<file path="src/rtl/axis_pattern_src.sv">
// AXI-Stream pattern source: emits a programmable-length frame of incrementing
// or LFSR data with optional idle gaps between beats, honouring back-pressure.
module axis_pattern_src #(
  parameter int                 DATA_W    = 4,
  parameter int                 LEN_W     = 8,
  parameter int                 GAP_W     = 4,
  parameter logic [DATA_W-1:0]  LFSR_TAPS = DATA_W'(4'b1100)
) (
  input  logic              clk_i,
  input  logic              rst_i,
  input  logic              start_i,
  input  logic [LEN_W-1:0]  len_i,
  input  logic              mode_i,
  input  logic [DATA_W-1:0] seed_i,
  input  logic [GAP_W-1:0]  gap_i,
  output logic              busy_o,
  output logic              done_o,
  output logic [LEN_W-1:0]  beat_cnt_o,
  output logic              tvalid_o,
  input  logic              tready_i,
  output logic [DATA_W-1:0] tdata_o,
  output logic              tlast_o
);

  typedef enum logic [1:0] {IDLE, SEND, GAP, DONE} state_t;

  state_t            state_reg, state_next;
  logic [LEN_W-1:0]  len_reg, len_next;
  logic [LEN_W-1:0]  beat_cnt_reg, beat_cnt_next;
  logic              mode_reg, mode_next;
  logic [DATA_W-1:0] data_reg, data_next;
  logic [GAP_W-1:0]  gap_reg, gap_next;
  logic [GAP_W-1:0]  gap_cnt_reg, gap_cnt_next;

  logic [DATA_W-1:0] tap_bits;
  logic [DATA_W-1:0] data_adv;
  logic              last_beat;
  logic              handshake;

  genvar gi;
  generate
    for (gi = 0; gi < DATA_W; gi++) begin : g_taps
      assign tap_bits[gi] = data_reg[gi] & LFSR_TAPS[gi];
    end
  endgenerate

  assign data_adv  = mode_reg ? {data_reg[DATA_W-2:0], ^tap_bits}
                              : data_reg + DATA_W'(1);
  assign last_beat = (beat_cnt_reg == len_reg - LEN_W'(1));

  // Outputs decode purely from registered state, so tvalid never sees tready.
  assign tvalid_o   = (state_reg == SEND);
  assign tlast_o    = tvalid_o & last_beat;
  assign tdata_o    = data_reg;
  assign busy_o     = (state_reg == SEND) || (state_reg == GAP);
  assign done_o     = (state_reg == DONE);
  assign beat_cnt_o = beat_cnt_reg;
  assign handshake  = tvalid_o & tready_i;

  always_ff @(posedge clk_i) begin
    if (rst_i) begin
      state_reg    <= IDLE;
      len_reg      <= '0;
      beat_cnt_reg <= '0;
      mode_reg     <= 1'b0;
      data_reg     <= '0;
      gap_reg      <= '0;
      gap_cnt_reg  <= '0;
    end else begin
      state_reg    <= state_next;
      len_reg      <= len_next;
      beat_cnt_reg <= beat_cnt_next;
      mode_reg     <= mode_next;
      data_reg     <= data_next;
      gap_reg      <= gap_next;
      gap_cnt_reg  <= gap_cnt_next;
    end
  end

  always_comb begin
    state_next    = state_reg;
    len_next      = len_reg;
    beat_cnt_next = beat_cnt_reg;
    mode_next     = mode_reg;
    data_next     = data_reg;
    gap_next      = gap_reg;
    gap_cnt_next  = gap_cnt_reg;

    unique case (state_reg)
      IDLE: begin
        if (start_i && (len_i != '0)) begin
          len_next      = len_i;
          mode_next     = mode_i;
          gap_next      = gap_i;
          beat_cnt_next = '0;
          // An all-zero LFSR state would lock up, so substitute all-ones.
          data_next     = (mode_i && (seed_i == '0)) ? '1 : seed_i;
          state_next    = SEND;
        end
      end
      SEND: begin
        if (handshake) begin
          beat_cnt_next = beat_cnt_reg + LEN_W'(1);
          data_next     = data_adv;
          if (last_beat) begin
            state_next = DONE;
          end else if (gap_reg != '0) begin
            gap_cnt_next = gap_reg;
            state_next   = GAP;
          end
        end
      end
      GAP: begin
        gap_cnt_next = gap_cnt_reg - GAP_W'(1);
        if (gap_cnt_reg == GAP_W'(1)) begin
          state_next = SEND;
        end
      end
      DONE: begin
        state_next = IDLE;
      end
      default: state_next = IDLE;
    endcase
  end

endmodule
</file>
<file path="config.mk">
export PLATFORM = sky130hd
export DESIGN_NAME = axis_pattern_src
export DESIGN_NICKNAME = d
export VERILOG_FILES = /design/src/rtl/axis_pattern_src.sv
export SDC_FILE = /design/constraint.sdc
export NUM_CORES = 1
export LEC_CHECK = 0
export CAP_MARGIN = 0
export CORE_UTILIZATION = 29
export CTS_BUF_LIST = sky130_fd_sc_hd__clkbuf_2 sky130_fd_sc_hd__clkbuf_4 sky130_fd_sc_hd__clkbuf_8
export CTS_CLUSTER_DIAMETER = 50
export DETAILED_ROUTE_END_ITERATION = 10
export PLACE_DENSITY = 0.62
export SLEW_MARGIN = 25
export SYNTH_ARGS = -nofsm -noshare
export SYNTH_HDL_FRONTEND = slang
export SYNTH_SLANG_ARGS = --single-unit
</file>
<file path="constraint.sdc">
create_clock -name clk_i -period 3.24 [get_ports clk_i]
set_input_delay 0.972 -clock clk_i [delete_from_list [all_inputs] [get_ports clk_i]]
set_output_delay 0.972 -clock clk_i [all_outputs]
set_load 0.005 [all_outputs]
</file>
Yosys cells after proc, flatten, opt, wreduce, memory -nomap -nowiden
Index checks and enable logic that the tools add are counted.
{ "classes": {"n_addsub": 4, "mul": 0, "div": 0, "order_cmp": 0, "n_eq_ne": 11, "shift": 0, "muxes": 18, "n_bitwise": 2, "reduce_logical": 14} }
{ "op_table": {"columns": ["operator", "count"], "rows": [
  ["$mux W4", 7],
  ["$mux W8", 2],
  ["$pmux W4 S2", 2],
  ["$pmux W8 S2", 1],
  ["$mux W2", 5],
  ["$add A8 B1 Y8 const B", 1],
  ["$eq A8 B8 Y1", 1],
  ["$pmux W2 S4", 1],
  ["$reduce_and A4 Y1", 2],
  ["$reduce_bool A8 Y1", 1],
  ["$sub A8 B1 Y8 const B", 1],
  ["$ne A2 B1 Y1 const B", 3],
  ["$add A4 B1 Y4 const B", 1],
  ["$eq A2 B2 Y1 const B", 2],
  ["$eq A4 B1 Y1 const B", 1],
  ["$logic_not A4 Y1", 1],
  ["$ne A2 B2 Y1 const B", 2],
  ["$reduce_bool A2 Y1", 2],
  ["$reduce_bool A4 Y1", 1],
  ["$reduce_xor A4 Y1", 1],
  ["$sub A4 B1 Y4 const B", 1],
  ["$ne A3 B1 Y1 const B", 1],
  ["$reduce_and A3 Y1", 1],
  ["$and A1 B1 Y1", 2],
  ["other kinds (5)", 6]
]} }
{ "totals": {"reg_bits": 31, "latchBits": 0, "ramBits": 0, "mem_bits_ro": 0, "inputBits": 21, "output_inout_bits": 16, "elab_cells": 56, "memories": 0} }

Longest topological paths before layout
{ "depth": {"ltp_word": 5, "mapped_depth": 12} }

Least setup slack after synthesis
Ideal clock, no wire load.
{ "synth_path": {"path_kind": "flip-flop to output port", "start": "reg len_reg[0]", "end": "out tlast_o", "t_arrival_ns": 1.831, "required_time_ns": 2.268, "setup_slack_ns": 0.437, "stages_incl_launch_ff": 9, "cell_sequence": "dfxtp_1 > buf_6 > inv_1 > ha_1 > xnor2_1 > or4_4 > nor3_2 > and3_1 > buf_6"} }
{ "synth_between": {"elab_chain_cells": 3} }
{ "synth_lines": {"columns": ["item", "line", "rtl"], "rows": [
  ["start: declaration", "28", "logic [LEN_W-1:0] len_reg, len_next;"],
  ["start signal: assignment", "71", "len_reg <= len_next;"],
  ["$sub A8 B1 Y8", "49", "assign last_beat = (beat_cnt_reg == len_reg - LEN_W'(1));"],
  ["$eq A8 B8 Y1", "49", null],
  ["$and A1 B1 Y1", "53", "assign tlast_o = tvalid_o & last_beat;"],
  ["end: declaration", "22", "output logic tlast_o"]
]} }
Every way passes these cells.

Worst setup path in the final report
Ends and elaborated chain as after synthesis.

==> key figures <==
STA
  • Max Fclk: 320.7 MHz
  • Fin crit period: just over 3000 ps
  • Final Hold Vio Count: 0
  • Setup Skew: roughly 8 ps
  • Slew HR: 0.4794
  • RSZ-0062 raised after global routing: false
  • # setup viols final: 0
  • Final worst-path cycle share: 0.9623
  • Fin Setup TNS: 0 ps
  • Final worst setup slack: between 100 and 150 ps
  • Worst hold slack: between 400 and 500 ps
  • Actual slew at the worst max-slew pin: roughly 770 ps
  • Final slew viol count: 0

Route
  • DR WL/cell: 13.07 µm
  • Vias: between 1.5k and 2k
  • Detailed-router iteration count before antenna repair: 4
  • Final wirelength: between 4000 and 5000 µm
  • 1st-iter DRT viols: 53
  • Routed Antenna Nets: 0
  • # DRC: 0
  • Number of vias per cell: 5.028

Min path
  • Worst min path class: flop to flop

GRT
  • Pin count of the biggest net entering global routing: 25
  • GRT Util Overall: 0.1429
  • GR Overflow Total: 0
  • Vias in the first global route: about 1.7k
  • Initial antenna violation count: 0
  • First-pass GRT wire length: between 8000 and 9000 µm

CTS
  • Root Buffer: clkbuf_8
  • Clk Latency, worst-skew pair: approximately 300 ps
  • Clk slew on worst S/H paths: around 70 ps
  • Clk buf depth: 2
  • H-tree depth: 2
  • Num Clock Sinks: 31
  • TritonCTS clock tree: done
  • Post-CTS Setup Inserts: 0
  • CTS buffer count: 5

Logic synthesis
  • Synth top cells by count: dfxtp_1, nand2_1, nor2_1, a21oi_1
  • Mapped cell area: 1936 µm²
  • Fraction of registers with async set/reset: 0
  • YS warnings: 0
  • Avg Inst Size Synth: 8.065 µm²
  • Synth Instances: 240
  • Count of state elements after synthesis: 31
  • Main flop type after synthesis: dfxtp_1
  • Top post-synthesis cells by area: dfxtp_1, ha_1, nand2_1, a21oi_1, nor2_1
  • Mapped Nets: 270
  • Synth unique cells: between 40 and 50
  • Top-count cell post-synth: dfxtp_1
  • EDFF count, synth: 0
  • Area leader, netlist: dfxtp_1
  • Yosys top cell area share: 0.3206
  • Seq/Total Area, Yosys: 0.3206

Worst setup path
  • Crit-path max FO: 2
  • CP max stage delay: roughly 540 ps
  • Critical path type: flop to primary output
  • Reg-to-reg setup timing slack: roughly 840 ps
  • CP Capture Type: primary output
  • Startpoint Class: flop
  • Worst path cell trace: inv_1 -> ha_1 -> xnor2_1 -> or4_4 -> nor3_2 -> and3_4 -> clkdlybuf4s15_1
  • Slowest cell on crit path: or4_4
  • Required @ worst endpoint: between 2000 and 2500 ps
  • Critical path arrival: 2150 ps

Layout
  • Area Growth Syn to Fin: 30.64%
  • Post-layout net count: 310
  • Layout cells sized above 1: 0.1281
  • Ant. Diodes: 0

Power
  • PwrDens: roughly 700 nW/µm²
  • Leakage: 0.9589 nW
  • Max VDD drop: 0.0005207 V

Placed design
  • Place WS: about 56 ps
  • Port bufs: 36
  • DP HPWL: 3470 µm
  • Placer Congestion: about 0.8

Floorplan
  • IO Pins: 37
  • Core Rows: 29
  • Die width: approximately 84 µm
  • Die Y: 83.70 µm
  • Initial core utilization: 0.3031
  • Core Region: 6386 µm²
  • Die area: 7005 µm²

Outcome
  • Run status: complete, no violations

Job
  • Max-cap violations: 0
## layout by cell type (no fill, tap or decap), types with 4 or more instances in the layout
master / count
clkdlybuf4s50_1: 35
dfxtp_1: 30
nand2_1: 27
nor2_1: 21
a21oi_1: 20
o21ai_0: 14
nand3_1: 14
buf_4: 12
inv_1: 9
ha_1: 9
xnor2_1: 8
xor2_1: 7
mux2i_1: 6
clkbuf_8: 6
nor2b_1: 5
a31oi_1: 4
or3_1: 4
## per-layer routing
| metal | part of all wire | track usage | vias up |
|---|---|---|---|
| met5 | 0 | 0 | - |
| met4 | 0.011 | 0.03698 | 0 |
| met3 | 0.046 | 0.04451 | 6 |
| met2 | 0.46 | 0.2232 | 39 |
| met1 | 0.48 | 0.1903 | 835 |
| li1 | - | - | 920 |
## worst max-delay path: cells and delay by family, from the launching register on
| kind | cells | cell delay, ps |
|---|---|---|
| flip-flops | 1 | 330 |
| buffers and inverters | 2 | 240 |
| adder cells (fa/ha/maj) | 1 | 290 |
| AND/OR/NAND/NOR | 3 | 870 |
| XOR/XNOR | 1 | 130 |
## cells by family after synthesis
family / count (synthesis) / synth area share
compound gates: 54 / 0.1726
buf+inv: 24 / 0.06076
xor+xnor: 15 / 0.06788
flops: 31 / 0.3206
mux: 7 / 0.03685
fa+ha+maj: 9 / 0.05818
simple gates: 100 / 0.2831
## repair_timing
item | 4_1_cts | 5_1_grt
pin swaps | 0 | 2
endpoints found under the setup margin | 1 | 1
hold buffers | 0 | 0
gates resized for setup | 2 | 3
## worst paths after layout
| kind | start | endpoint | cells past startpoint |
|---|---|---|---|
| worst min-delay path | len_reg[7] | len_reg[7] | 2 |
| worst max-delay path | len_reg[0] | tlast_o | 7 |
| worst max register to register | state_reg[1] | state_reg[0] | 9 |
| worst min register to register | len_reg[7] | len_reg[7] | 2 |
## power breakdown
part	total [mW]	switching [mW]	internal, mW
combinational	0.779	0.416	0.363
clock	0.406	0.157	0.249
sequential	0.534	0.0848	0.450
## through the flow
stage          power, mW  cell area (µm²)  instances  utilization
6_report           1.719             2529        358       0.3960
5_1_grt            1.850             2529        358       0.3960
4_1_cts            1.718             2520        358       0.3946
3_5_place_dp       1.311             2399        350       0.3756
3_3_place_gp       1.301             2399        350       0.3756
2_1_floorplan      1.060             1936        240            -
## layout make-up
cell class                 count  area, µm²
multi-input combinational    185       1209
timing repair buffer          48      450.4
sequential                    31      621.8
inverter                       9      33.78
clock buffer                   6      82.58
tap                           77      96.34
fill                         681       3857
clock inverter                 2      35.03
Note: power is estimated with default switching activity, not from simulation.
